===== src/rtl/clk_div_mon_pkg.sv =====
// Shared types and constants for the divided-clock monitor.
package clk_div_mon_pkg;

   typedef enum logic [1:0] {
      IDLE    = 2'd0,
      ARM     = 2'd1,
      MEASURE = 2'd2,
      LOCKED  = 2'd3
   } state_t;

   localparam logic [1:0] ERR_NONE   = 2'b00;
   localparam logic [1:0] ERR_PERIOD = 2'b01;
   localparam logic [1:0] ERR_DUTY   = 2'b10;
   localparam logic [1:0] ERR_TMO    = 2'b11;

endpackage


===== src/rtl/clk_div_mon_meas.sv =====
// Rise detector and saturating period / high-phase counters for the divider output.
module clk_div_mon_meas #(
   parameter int WIDTH = 8
) (
   input  logic           clk,
   input  logic           rst_n,
   input  logic           clear,
   input  logic           div_clk,
   output logic           rise,
   output logic [WIDTH:0] cnt,
   output logic [WIDTH:0] hcnt
);

   localparam logic [WIDTH:0] SAT = '1;
   localparam logic [WIDTH:0] ONE = (WIDTH + 1)'(1);

   logic d1;

   assign rise = div_clk & ~d1;

   always_ff @(posedge clk or negedge rst_n) begin
      if (!rst_n) begin
         d1   <= 1'b0;
         cnt  <= '0;
         hcnt <= '0;
      end else begin
         d1 <= div_clk;
         if (clear) begin
            cnt  <= '0;
            hcnt <= '0;
         end else if (rise) begin
            cnt  <= ONE;
            hcnt <= ONE;
         end else begin
            if (cnt != SAT) cnt <= cnt + ONE;
            if (div_clk && (hcnt != SAT)) hcnt <= hcnt + ONE;
         end
      end
   end

endmodule


===== src/rtl/clk_div_mon.sv =====
// Divided-clock monitor: checks divider period and duty against the programmed
// ratio, reports lock and a sticky first-error code.
module clk_div_mon
   import clk_div_mon_pkg::*;
#(
   parameter int WIDTH    = 8,
   parameter int LOCK_CNT = 4
) (
   input  logic             i_clk_ref,
   input  logic             i_rst_n,
   input  logic             i_mon_en,
   input  logic [WIDTH-1:0] i_div_ratio,
   input  logic             i_div_clk,
   input  logic             i_err_clr,
   output logic [WIDTH:0]   o_period,
   output logic [WIDTH:0]   o_high,
   output logic             o_meas_valid,
   output logic             o_locked,
   output logic             o_err,
   output logic [1:0]       o_err_code,
   output state_t           o_state
);

   localparam int GW = $clog2(LOCK_CNT + 1);
   localparam logic [GW-1:0]    LOCK_TGT  = GW'(LOCK_CNT);
   localparam logic [GW-1:0]    GOOD_MAX  = '1;
   localparam logic [WIDTH-1:0] RATIO_MIN = WIDTH'(2);

   state_t           state, state_n;
   logic [WIDTH-1:0] ratio_q, ratio_n;
   logic [GW-1:0]    good_cnt, good_n;
   logic             locked_n, err_n, valid_n;
   logic [1:0]       code_n, set_code;
   logic [WIDTH:0]   period_n, high_n;
   logic             clear, err_set;
   logic             rise;
   logic [WIDTH:0]   cnt, hcnt;

   clk_div_mon_meas #(.WIDTH(WIDTH)) u_meas (
      .clk     (i_clk_ref),
      .rst_n   (i_rst_n),
      .clear   (clear),
      .div_clk (i_div_clk),
      .rise    (rise),
      .cnt     (cnt),
      .hcnt    (hcnt)
   );

   logic           active;
   logic [WIDTH:0] ratio_ext, half_lo, half_hi, tmo_lim;
   logic           period_bad, duty_bad;

   assign active     = i_mon_en && (i_div_ratio >= RATIO_MIN);
   assign ratio_ext  = {1'b0, ratio_q};
   assign half_lo    = ratio_ext >> 1;
   assign half_hi    = (ratio_ext + 1'b1) >> 1;
   assign tmo_lim    = {ratio_q, 1'b0};
   assign period_bad = (cnt != ratio_ext);
   assign duty_bad   = (hcnt != half_lo) && (hcnt != half_hi);
   assign o_state    = state;

   // Priority: inactive > arming from IDLE > ratio change > rise > timeout.
   always_comb begin
      state_n  = state;
      ratio_n  = ratio_q;
      good_n   = good_cnt;
      locked_n = o_locked;
      period_n = o_period;
      high_n   = o_high;
      valid_n  = 1'b0;
      clear    = 1'b0;
      err_set  = 1'b0;
      set_code = ERR_NONE;

      if (!active) begin
         state_n  = IDLE;
         locked_n = 1'b0;
         good_n   = '0;
         clear    = 1'b1;
      end else if (state == IDLE) begin
         state_n = ARM;
         ratio_n = i_div_ratio;
         clear   = 1'b1;
      end else if (i_div_ratio != ratio_q) begin
         state_n  = ARM;
         ratio_n  = i_div_ratio;
         locked_n = 1'b0;
         good_n   = '0;
         clear    = 1'b1;
      end else if (rise) begin
         if (state == ARM) begin
            state_n = MEASURE;
         end else begin
            valid_n  = 1'b1;
            period_n = cnt;
            high_n   = hcnt;
            if (period_bad || duty_bad) begin
               state_n  = MEASURE;
               locked_n = 1'b0;
               good_n   = '0;
               err_set  = 1'b1;
               set_code = period_bad ? ERR_PERIOD : ERR_DUTY;
            end else begin
               if (good_cnt != GOOD_MAX) good_n = good_cnt + 1'b1;
               if (good_n >= LOCK_TGT) begin
                  state_n  = LOCKED;
                  locked_n = 1'b1;
               end
            end
         end
      end else if (cnt >= tmo_lim) begin
         state_n  = ARM;
         locked_n = 1'b0;
         good_n   = '0;
         clear    = 1'b1;
         err_set  = 1'b1;
         set_code = ERR_TMO;
      end

      // A new error beats a simultaneous clear; otherwise the first code sticks.
      err_n  = o_err;
      code_n = o_err_code;
      if (err_set && (!o_err || i_err_clr)) begin
         err_n  = 1'b1;
         code_n = set_code;
      end else if (i_err_clr) begin
         err_n  = 1'b0;
         code_n = ERR_NONE;
      end
   end

   always_ff @(posedge i_clk_ref or negedge i_rst_n) begin
      if (!i_rst_n) begin
         state        <= IDLE;
         ratio_q      <= '0;
         good_cnt     <= '0;
         o_locked     <= 1'b0;
         o_err        <= 1'b0;
         o_err_code   <= ERR_NONE;
         o_period     <= '0;
         o_high       <= '0;
         o_meas_valid <= 1'b0;
      end else begin
         state        <= state_n;
         ratio_q      <= ratio_n;
         good_cnt     <= good_n;
         o_locked     <= locked_n;
         o_err        <= err_n;
         o_err_code   <= code_n;
         o_period     <= period_n;
         o_high       <= high_n;
         o_meas_valid <= valid_n;
      end
   end

endmodule

===== config.mk =====
export PLATFORM = sky130hd
export DESIGN_NAME = clk_div_mon
export DESIGN_NICKNAME = d
export VERILOG_FILES = /design/src/rtl/clk_div_mon_pkg.sv /design/src/rtl/clk_div_mon_meas.sv /design/src/rtl/clk_div_mon.sv
export SDC_FILE = /design/constraint.sdc
export NUM_CORES = 1
export LEC_CHECK = 0
export ABC_AREA = 1
export CAP_MARGIN = 20
export CORE_ASPECT_RATIO = 1.25
export CORE_MARGIN = 10
export CORE_UTILIZATION = 53
export CTS_BUF_LIST = sky130_fd_sc_hd__clkbuf_8
export CTS_CLUSTER_DIAMETER = 150
export CTS_CLUSTER_SIZE = 10
export DETAILED_ROUTE_END_ITERATION = 8
export PLACE_DENSITY = 0.78
export SYNTH_ARGS = -nofsm -noshare
export SYNTH_HDL_FRONTEND = slang
export SYNTH_HIERARCHICAL = 1
export SYNTH_SLANG_ARGS = --single-unit

===== constraint.sdc =====
create_clock -name i_clk_ref -period 2.08 [get_ports i_clk_ref]
set_clock_uncertainty 0.05 [all_clocks]
set_input_delay 0.52 -clock i_clk_ref [delete_from_list [all_inputs] [get_ports i_clk_ref]]
set_output_delay 0.52 -clock i_clk_ref [all_outputs]
set_load 0.01 [all_outputs]

==> results_dict.tcl <==
set metrics [dict create \
    synth_edf_count 0 \
    powerDensity_nw_per_um2 519.2 \
    synth-adder-area-share_pct 5.004 \
    synthTopCellsByCount "nand2_1 (165), dfrtp_1 (55), inv_1 (54), nor2_1 (48), nand3_1 (25)" \
    fill_cells 501 \
    synth_most_common_cell "nand2_1" \
    ys_warn_count 6 \
    hold_viol_final 0 \
    path_common_cell "nor2_4" \
    wl_per_cell_um 15.57 \
    critical_path.startpoint_type "register" \
    max_slew_margin_pct 63.44 \
    path_class "reg -> reg" \
    period_needed_ns 2.087 \
    fin_hold_ws_ns 0.1262 \
    track_usage_pct 19.61 \
    max-vdd-ir-drop_uv 456.7 \
    synthMuxAreaShare_pct 0.3217 \
    cts-root-buf "clkbuf_8" \
    yosys.area_share.simple_pct 36.31 \
    syn_area_per_cell_um2 7.159 \
    crit_path_end_kind "register" \
    yosysSeqAreaShare_pct 39.31 \
    rsz0062_at_grt "yes" \
    n_antenna_cell 0 \
    synth_fp_nets 516 \
    yosys_most_used_dff "dfrtp_1" \
    start_util_pct 54.01 \
    rrSetupSlack_ns -0.007 \
    crit_cells 15 \
    drc 0 \
    io_buffers 37 \
    worst-path-buf-inv 5 \
    max_cap_viol_count 0 \
    core_area_um2 6482 \
    syn_inst 489 \
    cts_tree "done" \
    drv_slew 0 \
    leakage_nw 2.239 \
    yosys-top-cells-area "dfrtp_1 (39%), nand2_1 (18%), inv_1 (5.8%), nor2_1 (5.1%), ha_1 (5.0%)" \
    synth_compound_area_share_pct 8.220 \
    area.sequential_um2 1380 \
    num_vias 3579 \
    dieArea_um2 10280 \
    wirelength_um 10390 \
    pin_count 38 \
    multi_input_area_um2 2079 \
    h-tree-depth 2 \
    die_w_um 92.70 \
    synth-xor-area-share_pct 2.001 \
    area_growth_syn_to_layout_pct 37.13 \
    crit_chain "buf_6, nand2_1, nand2_2, nor2_4, nand2_2, nor2_4, inv_2, nor2_4, buf_4, inv_2, nor2_4, nor2_2, buf_4, a21oi_1, a21oi_1" \
    cts.clk_slew.worst_paths_ns 0.11 \
    gp_congestion 0.8895 \
    first_pass_iters 5 \
    clk_latency_ns 0.32 \
    hold_buffers 0 \
    tightest_slew_ns 0.5484 \
    drt_iter0_markers 253 \
    nets 606 \
    violations "negative setup slack" \
    grt_max_degree 32 \
    max_freq_mhz 479.2 \
    dp_slack_ns -0.5901 \
    reg2reg_from "ratio_q[5]" \
    arrival_ns 2.25 \
    cts_made_buffers 5 \
    hpwl_um 7636 \
    yosysTopAreaCellShare_pct 39.31 \
    grt_pass1_vias 3538 \
    antenna_left 0 \
    grt_pass1_wl_um 16620 \
    cp_max_fo 8 \
    post-route-period-util_pct 100.3 \
    clkSinkCount 55 \
    setup_viol 1 \
    drive_gt1_share_pct 27.41 \
    rr_endpoint "o_locked" \
    async_flop_share_pct 100.0 \
    hp-class "in -> async" \
    status "finished with violations" \
    fin_ws_ns -0.006596 \
    synth_cell_types 37 \
    grt_antenna_before_repair 0 \
    synth_top_family_by_area "simple AND/OR/NAND/NOR gates" \
    yosysTopAreaCell "dfrtp_1" \
    grt_overflow 0 \
    cts_buffer_depth 2 \
    worstPathRequired_ns 2.24 \
    dpl_cell_area_um2 4297 \
    rows 33 \
    die_h_um 110.9 \
    synth_area_um2 3501 \
    avgViaCountPerCell 5.366 \
    design_area_um2 4801 \
    cpLargestDelayFamily "simple AND/OR/NAND/NOR gates" \
    yosys_register_bits 55 \
    max_stage_delay_ns 0.43 \
    worst_path_max_delay_cell "dfrtp_1" \
    p_total_w 0.002493 \
    r2r_cells 15 \
]
-- registers in the layout, indices dropped and copies added (netlist names) --
| signal | count |
|---|---|
| good_cnt | 3 |
| o_err | 1 |
| o_err_code | 2 |
| o_high | 9 |
| o_locked | 1 |
| o_meas_valid | 1 |
| o_period | 9 |
| o_state | 2 |
| ratio_q | 8 |
| u_meas/cnt | 9 |
| u_meas/d1 | 1 |
| u_meas/hcnt | 9 |
-- cells in the final DEF, fill, tap and decap left out, types with 4 or more instances in the layout --
master	n
buf_6	10
inv_1	47
nor2_4	14
nand2_1	150
o21ai_2	4
ha_1	9
ha_4	4
nand3_2	5
nand3_1	22
a21oi_2	6
nor2_1	37
o21ai_0	10
a21oi_1	13
xnor2_1	5
buf_4	41
inv_2	16
nor3_1	4
dlygate4sd2_1	8
dfrtp_1	52
nor2_2	9
o21ai_1	16
clkdlybuf4s50_1	28
nand4_1	8
nor3_2	5
clkbuf_8	5
nand2_2	15
-- worst reg2reg max path, cell delays in order (launching register included) --
cell and delay (ns):
dfrtp_1 0.43, buf_6 0.13, nand2_1 0.10, nand2_2 0.09, nor2_4 0.13, nand2_2 0.08, nor2_4 0.11, inv_2 0.07
nor2_4 0.11, buf_4 0.14, inv_2 0.04, nor2_4 0.12, nor2_2 0.05, buf_4 0.16, a21oi_1 0.13, a21oi_1 0.06
-- repair_timing --
item / 4_1_cts / 5_1_grt
cloned: 1 / 0
buffers inserted: 4 / 4
setup endpoints to repair: 52 / 53
hold endpoints to repair: 0 / 0
resized for setup: 31 / 61
pin swaps: 18 / 17
-- layer usage --
layer | up-vias | track usage [%] | share of wire, %
li1 | 1726 | - | -
met1 | 1711 | 23.02 | 41
met2 | 119 | 34.67 | 51
met3 | 23 | 3.388 | 5.1
met4 | 0 | 6.701 | 2.9
met5 | - | 0 | 0
-- metrics by stage --
| stage | util, % | setup TNS (ns) | std cells |
|---|---|---|---|
| 3_5_place_dp | 66.28 | -23.42 | 651 |
| 6_report | 74.06 | -0.006596 | 667 |
| 2_1_floorplan | - | 0 | 489 |
| 3_3_place_gp | 66.28 | -21.33 | 651 |
| 5_1_grt | 74.06 | -1.041 | 667 |
| 4_1_cts | 69.72 | -0.007954 | 663 |
-- where the power goes --
group / internal (W) / switching [W] / leakage (nW)
logic: 0.000224 / 0.000285 / 1.44
clock network: 0.000480 / 0.000367 / 0.0644
registers: 0.00110 / 0.0000345 / 0.730
total: 0.00181 / 0.000686 / 2.24
-- layout make-up --
type,count,share of cell area (%)
clock buffer,5,1.433
clock inverter,3,1.407
inverter,66,5.421
multi-input combinational,360,43.32
sequential,55,28.75
tap,87,2.267
timing repair buffer,91,17.41
-- kinds of logic (layout without fill, tap and decap cells) --
logic type | after synthesis | after routing
fa+ha+maj | 14 | 14
mux | 1 | 1
flops | 55 | 55
compound gates | 54 | 54
xor+xnor | 8 | 8
buf+inv | 75 | 165
simple gates | 282 | 283
-- worst max-delay path by stage --
| stage | startpoint | slack [ns] | to |
|---|---|---|---|
| detailed placement | i_div_ratio[4] | -0.59 | u_meas/hcnt[3] |
| global route | ratio_q[5] | -0.1 | u_meas/hcnt[2] |
| CTS | ratio_q[1] | -0.007 | u_meas/hcnt[3] |
| finish | ratio_q[5] | -0.007 | o_locked |
| global placement | i_div_ratio[4] | -0.51 | u_meas/cnt[3] |
| floorplan | ratio_q[1] | 0.12 | u_meas/cnt[3] |
(Power assumes the default switching activity.)
